### src/rtl/usb_wb_bridge.sv
// Wishbone-classic slave bridging one 32-bit CPU window onto the USB core register bus
// and its endpoint TX/RX buffer ports; every accepted access ends in exactly one wb_ack.
module usb_wb_bridge #(
    parameter int EPDW    = 16,
    parameter int TMO_CYC = 15,
    localparam int EPAW   = 11 - $clog2(EPDW / 8)
) (
    input  logic            clk,
    input  logic            rst,

    input  logic [15:0]     wb_addr,
    input  logic [31:0]     wb_wdata,
    output logic [31:0]     wb_rdata,
    input  logic            wb_we,
    input  logic            wb_cyc,
    input  logic            wb_stb,
    output logic            wb_ack,

    output logic [11:0]     bus_addr,
    output logic [15:0]     bus_din,
    input  logic [15:0]     bus_dout,
    output logic            bus_we,
    output logic            bus_cyc,
    input  logic            bus_ack,

    output logic [EPAW-1:0] ep_tx_addr_0,
    output logic [EPDW-1:0] ep_tx_data_0,
    output logic            ep_tx_we_0,
    output logic [EPAW-1:0] ep_rx_addr_0,
    input  logic [EPDW-1:0] ep_rx_data_1,
    output logic            ep_rx_re_0,

    output logic            tmo_flag
);

    typedef enum logic [2:0] {
        IDLE,
        BUS,
        TXW,
        RXR,
        RXD,
        ACK
    } state_t;

    state_t      r_state;
    state_t      w_state_nxt;

    logic [11:0] r_addr;
    logic [31:0] r_wdata;
    logic        r_we;
    logic [31:0] r_rdata;
    logic [7:0]  r_tmo_cnt;
    logic        r_tmo_flag;

    logic        w_req;
    logic [7:0]  w_cnt_nxt;
    logic        w_tmo_hit;
    logic        w_unused;

    assign w_req     = wb_cyc & wb_stb;
    assign w_cnt_nxt = r_tmo_cnt + 8'd1;
    // Abort on the cycle that would make the wait reach TMO_CYC, so bus_cyc is high TMO_CYC cycles.
    assign w_tmo_hit = (w_cnt_nxt == 8'(TMO_CYC));

    always_ff @(posedge clk) begin
        if (rst) begin
            r_state <= IDLE;
        end else begin
            r_state <= w_state_nxt;
        end
    end

    always_comb begin
        w_state_nxt = r_state;
        bus_cyc     = 1'b0;
        ep_tx_we_0  = 1'b0;
        ep_rx_re_0  = 1'b0;
        wb_ack      = 1'b0;
        case (r_state)
            IDLE: begin
                if (w_req) begin
                    case (wb_addr[15:14])
                        2'b00:   w_state_nxt = BUS;
                        2'b10:   w_state_nxt = wb_we ? TXW : ACK;
                        2'b11:   w_state_nxt = wb_we ? ACK : RXR;
                        default: w_state_nxt = ACK;
                    endcase
                end
            end
            BUS: begin
                bus_cyc = 1'b1;
                if (bus_ack || w_tmo_hit) begin
                    w_state_nxt = ACK;
                end
            end
            TXW: begin
                ep_tx_we_0  = 1'b1;
                w_state_nxt = ACK;
            end
            RXR: begin
                ep_rx_re_0  = 1'b1;
                w_state_nxt = RXD;
            end
            RXD: begin
                w_state_nxt = ACK;
            end
            ACK: begin
                wb_ack      = 1'b1;
                w_state_nxt = IDLE;
            end
            default: begin
                w_state_nxt = IDLE;
            end
        endcase
    end

    // Request fields are captured only at acceptance and stay frozen until the next one.
    always_ff @(posedge clk) begin
        if (rst) begin
            r_addr     <= '0;
            r_wdata    <= '0;
            r_we       <= 1'b0;
            r_rdata    <= '0;
            r_tmo_cnt  <= '0;
            r_tmo_flag <= 1'b0;
        end else begin
            case (r_state)
                IDLE: begin
                    if (w_req) begin
                        r_addr    <= wb_addr[11:0];
                        r_wdata   <= wb_wdata;
                        r_we      <= wb_we;
                        r_rdata   <= '0;
                        r_tmo_cnt <= '0;
                    end
                end
                BUS: begin
                    if (bus_ack) begin
                        r_rdata <= {16'h0000, bus_dout};
                    end else begin
                        r_tmo_cnt <= w_cnt_nxt;
                        if (w_tmo_hit) begin
                            r_tmo_flag <= 1'b1;
                        end
                    end
                end
                RXD: begin
                    r_rdata <= 32'(ep_rx_data_1);
                end
                default: begin
                end
            endcase
        end
    end

    assign wb_rdata     = r_rdata;
    assign tmo_flag     = r_tmo_flag;

    assign bus_addr     = r_addr;
    assign bus_din      = r_wdata[15:0];
    assign bus_we       = (r_state == BUS) & r_we;

    assign ep_tx_addr_0 = r_addr[EPAW-1:0];
    assign ep_tx_data_0 = r_wdata[EPDW-1:0];
    assign ep_rx_addr_0 = r_addr[EPAW-1:0];

    // wb_addr[13:12] are don't-care in every space; upper write data only matters for 32-bit EPs.
    assign w_unused = &{1'b0, wb_addr[13:12], r_wdata[31:16]};

endmodule

### config.mk
export PLATFORM = sky130hd
export DESIGN_NAME = usb_wb_bridge
export DESIGN_NICKNAME = d
export VERILOG_FILES = /design/src/rtl/usb_wb_bridge.sv
export SDC_FILE = /design/constraint.sdc
export NUM_CORES = 1
export LEC_CHECK = 0
export BUFFER_PORTS_ARGS = -buffer_cell sky130_fd_sc_hd__clkbuf_2
export CORE_AREA = 2 2 91 93
export CTS_BUF_LIST = sky130_fd_sc_hd__clkbuf_16
export CTS_CLUSTER_DIAMETER = 30
export DETAILED_ROUTE_END_ITERATION = 6
export DIE_AREA = 0 0 93 95
export PLACE_DENSITY = 0.78
export SYNTH_ARGS = -nofsm -noshare
export SYNTH_HDL_FRONTEND = slang
export SYNTH_SLANG_ARGS = --single-unit
### constraint.sdc
create_clock -name clk -period 1.6 [get_ports clk]
set_clock_uncertainty 0.05 [all_clocks]
set_input_delay 0.08 -clock clk [delete_from_list [all_inputs] [get_ports clk]]
set_output_delay 0.08 -clock clk [all_outputs]
set_load 0.02 [all_outputs]
======== Word-level counts from Yosys, hierarchy flattened ========
Cells that the tools add are included.
word-level totals
  bits in writable memories ............... 0
  logic and storage cells ................. 50
  memories ................................ 0
  ROM bits ................................ 0
  bits in latches ......................... 0
  bits of input ports ..................... 86
  output and inout port bits .............. 102
  register bits ........................... 73
operators by class
  bitwise gates (word level) .............. 3
  shift operators ......................... 0
  multiply operators ...................... 0
  eq/ne operators ......................... 12
  muxes and demuxes ....................... 16
  $lt $le $gt $ge ......................... 0
  divide/modulo/power cells ............... 0
  reductions and logical operators ........ 11
  add/subtract/negate cells ............... 1
operators with widths
  cell                                                              count
  32-bit case mux with 3 select lines                               1
  32-bit 2-to-1 mux                                                 2
  8-bit 2-to-1 mux                                                  2
  8-bit case mux with 2 select lines                                1
  3-bit 2-to-1 mux                                                  4
  3-bit case mux with 4 select lines                                1
  3-bit case mux with 3 select lines                                1
  3-bit AND reduction                                               3
  8-bit by 1-bit adder with 8-bit output (second input constant)    1
  8-bit by 4-bit == test with 1-bit output (second input constant)  1
  2-bit inequality test (second input constant)                     4
  3-bit by 2-bit == test with 1-bit output (second input constant)  2
  3-bit == test (second input constant)                             2
  2-bit == test (second input constant)                             2
  1-bit 2-to-1 mux                                                  4
  2-bit AND reduction                                               2
  3-bit by 1-bit == test with 1-bit output (second input constant)  1
  3-bit logical NOT                                                 1
  3-bit nonzero test                                                1
  1-bit bitwise AND                                                 2
  2-bit logical NOT                                                 1
  2-bit nonzero test                                                1
  2-bit OR reduction                                                1
  1-bit logical OR                                                  1
  1-bit inverter                                                    1

======== Longest topological paths before layout ========
  depth after elaboration ................. 5
  gate-level depth with buffers ........... 7
  gate-level depth less buffers ........... 5

======== Least setup slack after synthesis ========
Ideal clock, no wire load.
  path kind ............................... reg2reg
  start point ............................. reg r_state[1]
  end point ............................... reg r_rdata[10] (netlist: wb_rdata[10])
  setup slack ............................. -0.048 ns
  buffers on the path ..................... 2
  arrival time ............................ 1.527 ns
  library setup time ...................... 0.070 ns
  cell stages (with the launch flop) ...... 7
  cells stage by stage .................... dfxtp_1 buf_6 nor3b_4 buf_2 a22oi_1 or3_1 a21oi_1
between the ends
  longest elaborated chain between the ends .. 3
  elaborated cells between the ends (all ways) .. 8
  those cells by class .................... eq/ne: 4; mux: 1; reduce/logical: 3
RTL lines
  what                                                                   line  text
  start, declared                                                        45    state_t r_state;
  start signal, assigned                                                 69    r_state <= w_state_nxt;
  3-bit by 1-bit == test with 1-bit output (tied with other cells)       127   case (r_state)
  2-bit inequality test (no line) or 3-bit nonzero test (tied branches)  --
  3-bit AND reduction (no line)                                          --
  end signal, assigned                                                   139   r_rdata <= {16'h0000, bus_dout};
  end signal, assigned                                                   148   r_rdata <= 32'(ep_rx_data_1);
  end, declared                                                          51    logic [31:0] r_rdata;
Several ways; a longest one is shown, not always the timed one.
A chain may end at the register's enable or synchronous reset.

======== Final worst setup path ========
  start point ............................. reg r_state[2]
  end point ............................... reg r_tmo_cnt[4]
between the ends
  longest elaborated chain between the ends .. 3
  elaborated cells between the ends (all ways) .. 7
  those cells by class .................... eq/ne: 3; mux: 1; reduce/logical: 3
RTL lines
  what                                                                           line  text
  3-bit by 1-bit == test with 1-bit output or 3-bit logical NOT (tied branches)  127
  2-bit inequality test (no line) or 2-bit nonzero test (tied branches)          --
  3-bit AND reduction (no line)                                                  --
  end signal, assigned                                                           141   r_tmo_cnt <= w_cnt_nxt;
  end, declared                                                                  52    logic [7:0] r_tmo_cnt;
Several ways; a longest one is shown, not always the timed one.

==> flow_summary_export.csv <==
group,metric,value,unit
status,status,"finished clean",
clock_network,clock_path_buffers,2,
detailed_routing,ant_nets,0,
placement,placedInstanceArea,3647,um2
critical_path,critPathKind,"register to register",
placement,dp_slack,-0.1356,ns
yosys,synthCells,369,
detailed_routing,num_vias,3099,
detailed_routing,finalWirelength,8166,um
finish,utilization,55.68,%
pwr,cellPowerDensity,1049,nW/um2
finish,nFillCells,709,
critical_path,arrival,1.79,ns
floorplanning,fp-row-count,33,
yosys,seq_area_frac_synth,38.42,%
timing,rsz0062_at_grt,"yes",
yosys,synth_top_area_share,38.42,%
global_route,top_usage_layer,"met2",
critical_path,cp-start-kind,"register",
floorplanning,initial_core_util,37.47,%
clock_network,postCtsSetupBuffers,0,
timing,setup_violations,0,
global_route,grt.overflow.total,0,
global_route,grt_util_met2,31.52,%
flow_run,max-cap-violations,0,
hold_path,hold_class,"input port to register",
finish,regArea,1152,um2
yosys,ys_warn_count,0,
yosys,avgSynthCellArea,8.050,um2
global_route,groute.usage.overall,17.95,%
global_route,grt_pass1_wl,12560,um
clock_network,cts_made_buffers,9,
clock_network,cts.sinks,57,
finish,fin_nets,610,
critical_path,cp-end-kind,"register",
detailed_routing,avgRoutedWirePerCell,12.92,um
yosys,ys_ff_latch,57,
timing,timing.fmax,631.9,MHz
clock_network,clock_latency,0.32,ns
timing,fin_crit,1.583,ns
critical_path,crit_chain,"or4b_4, or3_1, a21oi_2",
timing,finalCritPeriodShare,98.91,%
yosys,netlist_top_cells_area,"dfxtp_1, buf_4, a21oi_1",
clock_network,cts-root-buf,"clkbuf_16",
detailed_routing,drc,0,
critical_path,crit_fanout,8,
placement,dpl.hpwl,5440,um
detailed_routing,drt-initial-drc-count,140,
timing,holdWs,0.03841,ns
finish,multi_input_area,1490,um2
global_route,grt_pass1_vias,2699,
global_route,grt_max_degree,33,
detailed_routing,drt_first_pass_iters,5,
floorplanning,die_w,93,um
clock_network,cts_tree,"done",
finish,layout-drive-gt1-share,42.13,%
clock_network,clkSlewWorstSetupHoldPaths,0.05,ns
yosys,synth_area_leader_cell,"dfxtp_1",
timing,setup_slack,0.01738,ns
critical_path,crit_required,1.81,ns
timing,slew_viol_final,0,
floorplanning,die_area,8835,um2
finish,area_delta_synth_final,48.61,%
floorplanning,core_area,7928,um2
clock_network,htree_levels,3,
finish,diodes,0,
global_route,grtUsageMet3,5.427,%
placement,port_buffers,153,
pwr,power.leakage,1.971,nW
placement,globalplace.congestion,0.8178,
yosys,ys_types,41,
critical_path,slowest_stage,"or4b_4",
global_route,gr-usage-met1,20.13,%
floorplanning,io_pins,188,
critical_path,slowest_delay,0.56,ns
floorplanning,die_y,95,um
finish,final_cell_area,4414,um2
detailed_routing,drt-vias-per-instance,4.903,
pwr,vdd_ir_drop_max,623.0,uV
yosys,synth_area,2970,um2
global_route,antenna_found_initial,0,
timing,hold_viol_final,0,
timing,tns,0,ns
-- Yosys cell counts (all sizes together) --
| master | instances |
|---|---|
| a2111oi | 1 |
| a21bo | 1 |
| a21o | 1 |
| a21oi | 57 |
| a22oi | 17 |
| a2bb2oi | 1 |
| a31oi | 1 |
| a41oi | 1 |
| and2 | 3 |
| and2b | 1 |
| and3 | 4 |
| and3b | 2 |
| and4b | 1 |
| buf | 61 |
| clkbuf | 17 |
| conb | 1 |
| dfxtp | 57 |
| ha | 2 |
| inv | 1 |
| nand2 | 61 |
| nand2b | 3 |
| nand3 | 2 |
| nand3b | 3 |
| nand4 | 1 |
| nand4b | 2 |
| nor2 | 6 |
| nor3 | 2 |
| nor3b | 3 |
| nor4b | 4 |
| o211ai | 2 |
| o21a | 1 |
| o21ai | 23 |
| o31ai | 1 |
| o41ai | 1 |
| or3 | 20 |
| or4b | 1 |
| xnor2 | 3 |
-- cells by family (layout without fill, tap and decap cells) --
group           Yosys count  in the layout  synth area share (%)
simple gates            119            119                 21.23
compound gates          108            108                 20.77
buf+inv                  79            222                 17.73
flops                    57             57                 38.42
xor+xnor                  3              3                0.8847
fa+ha+maj                 2              2                0.8423
other cells               1             16                0.1262
-- what timing repair did --
item	4_1_cts	5_1_grt
cloned	0	0
gates resized for setup	12	31
hold endpoints to repair	30	0
hold buffers	30	0
setup endpoints to repair	41	34
pin swaps	0	8
-- flip-flops by register name, indices dropped and copies added (netlist names) --
register   flops
tmo_flag       1
r_tmo_cnt      8
r_state        3
bus_addr      12
wb_rdata      16
r_we           1
r_wdata       16
-- power breakdown --
| part | leakage, nW | internal, mW | switching (mW) |
|---|---|---|---|
| sequential | 0.466 | 1.51 | 0.0697 |
| combinational | 1.35 | 0.474 | 0.598 |
| clock | 0.154 | 1.35 | 0.635 |
| total | 1.97 | 3.33 | 1.30 |
-- worst paths after layout --
kind	startpoint	endpoint	slack, ns	cells after the start
setup / recovery	r_state[2]	r_tmo_cnt[4]	0.02	3
hold / removal	wb_addr[14]	r_state[1]	0.04	3
setup reg to reg	r_state[2]	r_tmo_cnt[4]	0.02	3
hold reg to reg	r_we	r_we	0.41	2
-- worst max-delay path, delay by kind of cell (launching register included) --
| kind | cells | cell delay [ns] |
|---|---|---|
| and+or+nand+nor | 2 | 0.97 |
| AOI/OAI and AO/OA | 1 | 0.12 |
| DFF | 1 | 0.38 |
-- cells in the final DEF (no fill, tap or decap), drive strengths merged, types with 4 or more instances in the layout --
| cell | n |
|---|---|
| clkbuf | 161 |
| nand2 | 61 |
| a21oi | 57 |
| dfxtp | 57 |
| dlygate4sd3 | 30 |
| o21ai | 23 |
| buf | 23 |
| or3 | 20 |
| a22oi | 17 |
| conb | 16 |
| nor2 | 6 |
| and3 | 4 |
| nor4b | 4 |
-- stage by stage --
| stage | instances | total power, mW |
|---|---|---|
| 2_1_floorplan | 384 | 2.274 |
| 3_3_place_gp | 586 | 2.558 |
| 3_5_place_dp | 586 | 2.580 |
| 4_1_cts | 632 | 4.660 |
| 5_1_grt | 632 | 4.879 |
| 6_report | 632 | 4.632 |
-- area by class of cell --
class                   instances  area share, %
flip-flops and latches         57          26.11
clock inverters                 7          1.984
well taps                     105          2.976
repair buffers                205          29.99
multi-input cells             248          33.76
inverters                       1        0.08503
clock buffers                   9          5.102
-- metal layers --
layer	wire length, um	up-vias
met5	0	-
met4	153	0
met3	696	15
met2	4121	149
met1	3195	1410
li1	-	1525
No activity file was read; power rests on OpenSTA's default activity.
